**src/rtl/axil_manager_pkg.sv**
```systemverilog
// Shared types and constants for the AXI-lite single-transaction manager.
package axil_manager_pkg;

  typedef enum logic [2:0] {
    IDLE,
    WR_REQ,
    WR_RESP,
    RD_REQ,
    RD_RESP,
    RESPOND
  } state_t;

  localparam logic [1:0] OKAY   = 2'b00;
  localparam logic [1:0] EXOKAY = 2'b01;
  localparam logic [1:0] SLVERR = 2'b10;
  localparam logic [1:0] DECERR = 2'b11;

endpackage

```
**src/rtl/axil_watchdog.sv**
```systemverilog
// Stall watchdog: counts cycles spent in one waiting state, sets a sticky flag at 2**TIMEOUT_LG.
module axil_watchdog #(
  parameter int unsigned TIMEOUT_LG = 4
) (
  input  logic clk,
  input  logic rst_n,
  input  logic active,
  input  logic restart,
  output logic timeout_err
);

  logic [TIMEOUT_LG-1:0] count;

  always_ff @(posedge clk or negedge rst_n) begin
    if (!rst_n) begin
      count       <= '0;
      timeout_err <= 1'b0;
    end else if (!active || restart) begin
      count <= '0;
    end else begin
      count <= count + 1'b1;
      // all-ones means this is the 2**TIMEOUT_LG-th waiting cycle; wrap afterwards is harmless
      if (&count) timeout_err <= 1'b1;
    end
  end

endmodule

```
**src/rtl/axil_manager.sv**
```systemverilog
// AXI-lite manager: turns one command into one AXI-lite read or write and returns one response.
// Optional watchdog enabled by defining AXIL_MANAGER_TIMEOUT_EN.
module axil_manager
  import axil_manager_pkg::*;
#(
  parameter  int unsigned C_AXI_ADDR_WIDTH = 4,
  parameter  int unsigned TIMEOUT_LG       = 4,
  localparam int unsigned C_AXI_DATA_WIDTH = 32
) (
  input  logic                          M_AXI_ACLK,
  input  logic                          M_AXI_ARESETN,
  input  logic                          cmd_valid,
  output logic                          cmd_ready,
  input  logic                          cmd_write,
  input  logic [C_AXI_ADDR_WIDTH-1:0]   cmd_addr,
  input  logic [C_AXI_DATA_WIDTH-1:0]   cmd_wdata,
  input  logic [C_AXI_DATA_WIDTH/8-1:0] cmd_wstrb,
  output logic                          rsp_valid,
  input  logic                          rsp_ready,
  output logic                          rsp_write,
  output logic [C_AXI_DATA_WIDTH-1:0]   rsp_rdata,
  output logic [1:0]                    rsp_resp,
  output logic                          M_AXI_AWVALID,
  input  logic                          M_AXI_AWREADY,
  output logic [C_AXI_ADDR_WIDTH-1:0]   M_AXI_AWADDR,
  output logic [2:0]                    M_AXI_AWPROT,
  output logic                          M_AXI_WVALID,
  input  logic                          M_AXI_WREADY,
  output logic [C_AXI_DATA_WIDTH-1:0]   M_AXI_WDATA,
  output logic [C_AXI_DATA_WIDTH/8-1:0] M_AXI_WSTRB,
  input  logic                          M_AXI_BVALID,
  output logic                          M_AXI_BREADY,
  input  logic [1:0]                    M_AXI_BRESP,
  output logic                          M_AXI_ARVALID,
  input  logic                          M_AXI_ARREADY,
  output logic [C_AXI_ADDR_WIDTH-1:0]   M_AXI_ARADDR,
  output logic [2:0]                    M_AXI_ARPROT,
  input  logic                          M_AXI_RVALID,
  output logic                          M_AXI_RREADY,
  input  logic [C_AXI_DATA_WIDTH-1:0]   M_AXI_RDATA,
  input  logic [1:0]                    M_AXI_RRESP,
  output logic                          timeout_err
);

  state_t state, next_state;
  logic   started;
  logic   [C_AXI_ADDR_WIDTH-1:0] addr_q;
  logic   cmd_fire, aw_fire, w_fire, ar_fire, b_fire, r_fire;

  // started holds cmd_ready low while reset is asserted and up to the first clock edge after release
  assign cmd_ready     = started && (state == IDLE);
  assign M_AXI_BREADY  = (state == WR_RESP);
  assign M_AXI_RREADY  = (state == RD_RESP);
  assign rsp_valid     = (state == RESPOND);
  assign M_AXI_AWPROT  = '0;
  assign M_AXI_ARPROT  = '0;
  assign M_AXI_AWADDR  = addr_q;
  assign M_AXI_ARADDR  = addr_q;

  assign cmd_fire = cmd_valid && cmd_ready;
  assign aw_fire  = M_AXI_AWVALID && M_AXI_AWREADY;
  assign w_fire   = M_AXI_WVALID && M_AXI_WREADY;
  assign ar_fire  = M_AXI_ARVALID && M_AXI_ARREADY;
  assign b_fire   = M_AXI_BVALID && M_AXI_BREADY;
  assign r_fire   = M_AXI_RVALID && M_AXI_RREADY;

  always_ff @(posedge M_AXI_ACLK or negedge M_AXI_ARESETN) begin
    if (!M_AXI_ARESETN) begin
      state   <= IDLE;
      started <= 1'b0;
    end else begin
      state   <= next_state;
      started <= 1'b1;
    end
  end

  always_comb begin
    next_state = state;
    case (state)
      IDLE:    if (cmd_fire) next_state = cmd_write ? WR_REQ : RD_REQ;
      // each channel is done once its valid has dropped or is handshaking now
      WR_REQ:  if ((!M_AXI_AWVALID || M_AXI_AWREADY) && (!M_AXI_WVALID || M_AXI_WREADY))
                 next_state = WR_RESP;
      WR_RESP: if (b_fire) next_state = RESPOND;
      RD_REQ:  if (ar_fire) next_state = RD_RESP;
      RD_RESP: if (r_fire) next_state = RESPOND;
      RESPOND: if (rsp_ready) next_state = IDLE;
      default: next_state = IDLE;
    endcase
  end

  always_ff @(posedge M_AXI_ACLK or negedge M_AXI_ARESETN) begin
    if (!M_AXI_ARESETN) begin
      M_AXI_AWVALID <= 1'b0;
      M_AXI_WVALID  <= 1'b0;
      M_AXI_ARVALID <= 1'b0;
      addr_q        <= '0;
      M_AXI_WDATA   <= '0;
      M_AXI_WSTRB   <= '0;
      rsp_write     <= 1'b0;
      rsp_rdata     <= '0;
      rsp_resp      <= '0;
    end else begin
      if (cmd_fire) begin
        addr_q        <= cmd_addr;
        M_AXI_WDATA   <= cmd_wdata;
        M_AXI_WSTRB   <= cmd_wstrb;
        rsp_write     <= cmd_write;
        M_AXI_AWVALID <= cmd_write;
        M_AXI_WVALID  <= cmd_write;
        M_AXI_ARVALID <= !cmd_write;
      end
      if (aw_fire) M_AXI_AWVALID <= 1'b0;
      if (w_fire)  M_AXI_WVALID  <= 1'b0;
      if (ar_fire) M_AXI_ARVALID <= 1'b0;
      if (b_fire) begin
        rsp_rdata <= '0;
        rsp_resp  <= M_AXI_BRESP;
      end
      if (r_fire) begin
        rsp_rdata <= M_AXI_RDATA;
        rsp_resp  <= M_AXI_RRESP;
      end
    end
  end

`ifdef AXIL_MANAGER_TIMEOUT_EN
  logic wd_active;
  assign wd_active = (state == WR_REQ) || (state == WR_RESP) ||
                     (state == RD_REQ) || (state == RD_RESP);

  axil_watchdog #(
    .TIMEOUT_LG (TIMEOUT_LG)
  ) u_watchdog (
    .clk         (M_AXI_ACLK),
    .rst_n       (M_AXI_ARESETN),
    .active      (wd_active),
    .restart     (next_state != state),
    .timeout_err (timeout_err)
  );
`else
  assign timeout_err = 1'b0;
`endif

endmodule
```
**config.mk**
```make
export PLATFORM = sky130hd
export DESIGN_NAME = axil_manager
export DESIGN_NICKNAME = d
export VERILOG_FILES = /design/src/rtl/axil_manager_pkg.sv /design/src/rtl/axil_watchdog.sv /design/src/rtl/axil_manager.sv
export SDC_FILE = /design/constraint.sdc
export NUM_CORES = 1
export LEC_CHECK = 0
export BUFFER_PORTS_ARGS = -buffer_cell sky130_fd_sc_hd__buf_2
export CORE_MARGIN = 2
export CORE_UTILIZATION = 30
export CTS_CLUSTER_DIAMETER = 80
export DETAILED_ROUTE_END_ITERATION = 6
export MAX_ROUTING_LAYER = met4
export SLEW_MARGIN = 20
export SYNTH_ARGS = -nofsm -noshare
export SYNTH_HDL_FRONTEND = slang
export SYNTH_SLANG_ARGS = --single-unit
```
**constraint.sdc**
```tcl
create_clock -name M_AXI_ACLK -period 2.2 [get_ports M_AXI_ACLK]
set_input_delay 0.55 -clock M_AXI_ACLK [delete_from_list [all_inputs] [get_ports M_AXI_ACLK]]
set_output_delay 0.55 -clock M_AXI_ACLK [all_outputs]
set_load 0.02 [all_outputs]
```
==> impl_metrics.yaml <==
run_status:
  status: "finished, violations left"
  violations: "design-rule violations"
clocking:
  numCtsBuffers: 9
  cts_resized: 0
  cts_tree: "yes"
  clk-insertion-delay-late_ps: 330
  cts_buffer_depth: 2
  hold_buffers: 0
  clkTransAtPathRegs_ps: 70
  clock-sinks: 82
  clock_tree.root_cell: "clkbuf_16"
  cts_setup_buffers: 0
  htreeDepth: 3
cells_and_area:
  layout.nets: 483
  fin_util: 0.413
  drive_above_1_share: 0.611
  antenna_cells: 0
  nFillCells: 1114
  area_growth_pct: 32.8
  stdcell_count: 544
synthesis:
  ys_seq_elements: 82
  synth_top_flop_cell: "dfrtp_1"
  yosysMostFrequentCell: "dfrtp_1"
  yosysUniqueCellTypes: 40
  netlist_instances: 231
  synth_top_area_frac: 0.573
  seq_area_frac_synth: 0.573
  syn_area_per_cell_um2: 15.5
  synth_top_cells_by_area: "dfrtp_1, mux2_4, a22o_1"
  synth_commonest_cells: "dfrtp_1, mux2_4, a22o_1, buf_4"
  synth-edff-count: 0
  synth.yosys.warnings: 0
  synthArstFlopShare: 1.00
  synth_top_cell_by_area: "dfrtp_1"
  syn_area_um2: 3580
route:
  wirelength_mm: 7.85
  drt_iter0_markers: 124
  ant_nets: 0
  routed_via_density: 4.56
  dr.pass1.iters: 6
  via_count: 2481
  wl_per_cell_um: 14.4
  drc_errors: 15
place:
  dp.cells: 529
  gp_congestion: 0.764
  portBuffers: 171
  place_hpwl_mm: 5.72
worst_setup_path:
  crit_path_end_kind: "primary output"
  slowest_stage: "dfrtp_1"
  path_class: "flip-flop to primary output"
  path_cells: "nor3_4 > and2_1 > buf_2"
  cp.arrival_ps: 1520
  max_stage_delay_ps: 550
  crit_fanout: 13
  worstReg2RegStart: "state[0]"
  crit_start: "state[0]"
  critPathRequiredTime_ps: 1650
  start_kind: "flip-flop"
sta:
  slew_headroom: 0.531
  setup_viol: 0
  clock.fmax_mhz: 482
  setup_tns_ps: 0
  rsz0062_at_grt: "no"
  hold_viol: 0
  period_share: 0.942
  finalCriticalPeriod_ps: 2070
  worst_pin_slew_ps: 702
  slew_violations: 0
  fin_skew_ps: 9.19
grt:
  first_global_vias: 2373
  grt-ovfl-total: 0
  grt_pass1_wl_mm: 12.2
  grt_max_degree: 47
  grt_antenna_before_repair: 0
  grt_use_total: 0.125
min_path:
  worst_hold_path_type: "input pin to async pin"
floorplanning:
  dieArea_um2: 12800
  die_w_um: 113
  coreArea_um2: 11500
  die_h_um: 113
  rows: 39
  initial_core_util: 0.311
  io_pins: 179
pwr:
  power.density_nw_per_um2: 1570
  p_leak_nw: 2.48
  ir_drop_v: 0.000494
flow_run:
  drv_cap: 0
layer usage:
| layer | vias up | GRT usage | routed length [µm] |
|---|---|---|---|
| li1 | 1150 | - | - |
| met1 | 1220 | 0.161 | 3400 |
| met2 | 107 | 0.183 | 3700 |
| met3 | 4 | 0.0434 | 711 |
| met4 | 0 | 0.0439 | 44 |
| met5 | - | - | 0 |
flip-flops by register name, summed over array words and instances, names as in the netlist:
signal         flops
state              3
M_AXI_AWVALID      1
rsp_resp           2
rsp_write          1
started            1
M_AXI_ARADDR       4
M_AXI_WDATA       32
M_AXI_ARVALID      1
M_AXI_WSTRB        4
rsp_rdata         32
M_AXI_WVALID       1
stage by stage:
stage          instance area (µm²)  hold WS (ps)  setup slack, ps  power [mW]
2_1_floorplan                 3600           254              546        5.05
3_3_place_gp                  4440           478              357        5.91
3_5_place_dp                  4440           477              329        5.94
4_1_cts                       4750           180              114        7.59
5_1_grt                       4750           199             33.4        7.93
6_report                      4750           172              127        7.48
cells by family (layout without fill, tap and decap cells):
kind of cell	Yosys count	after routing	share of synthesized area
flip-flops	82	82	0.573
AO/OA/AOI/OAI	47	47	0.114
multiplexers	43	43	0.172
AND/OR/NAND/NOR	29	29	0.0618
buffers and inverters	28	192	0.0772
other	2	8	0.00210
critical path: cells and delay by family, from the launching register on:
kind | cells | cell delay, ps
and+or+nand+nor | 2 | 480
DFF | 1 | 550
buffers and inverters | 1 | 180
layout by cell type, fill, tap and decap left out, drive strengths merged, types with 2 or more instances in the layout:
cell type  Yosys  final
nand3          3      3
nor3b          2      2
buf           26    175
nand2          4      4
and3           2      2
inv            2      3
dfrtp         82     82
and2           4      4
mux2          41     41
o21ai          6      6
clkinv         0      2
clkbuf         0      9
nor2b          2      2
bufinv         0      2
conb           2      8
a211oi         2      2
a22o          32     32
nor2           5      5
mux2i          2      2
power by group:
group          internal, mW  total [mW]  switching [mW]
combinational          1.49        3.23            1.74
sequential             2.20        2.67           0.468
clock                 0.991        1.58           0.585
total                  4.68        7.48            2.80
layout make-up:
type | instances | area [µm²] | share of cell area
timing repair buffer | 175 | 926 | 0.195
inverter | 2 | 7.51 | 0.00158
multi-input combinational | 127 | 1270 | 0.268
clock buffer | 9 | 225 | 0.0474
clock inverter | 6 | 90.1 | 0.0189
tap | 143 | 179 | 0.0376
sequential | 82 | 2050 | 0.432
worst paths after layout:
check	endpoint	depth (start not counted)	slack, ps
worst max-delay path	cmd_ready	3	130
worst min-delay path	M_AXI_WDATA[6]	1	170
worst max register to register	M_AXI_WDATA[28]	4	330
worst min register to register	rsp_rdata[12]	1	490
max in group asynchronous	M_AXI_WDATA[30]	2	1400
min in group M_AXI_ACLK	M_AXI_AWVALID	2	410
Note: power is estimated with default switching activity, not from simulation.
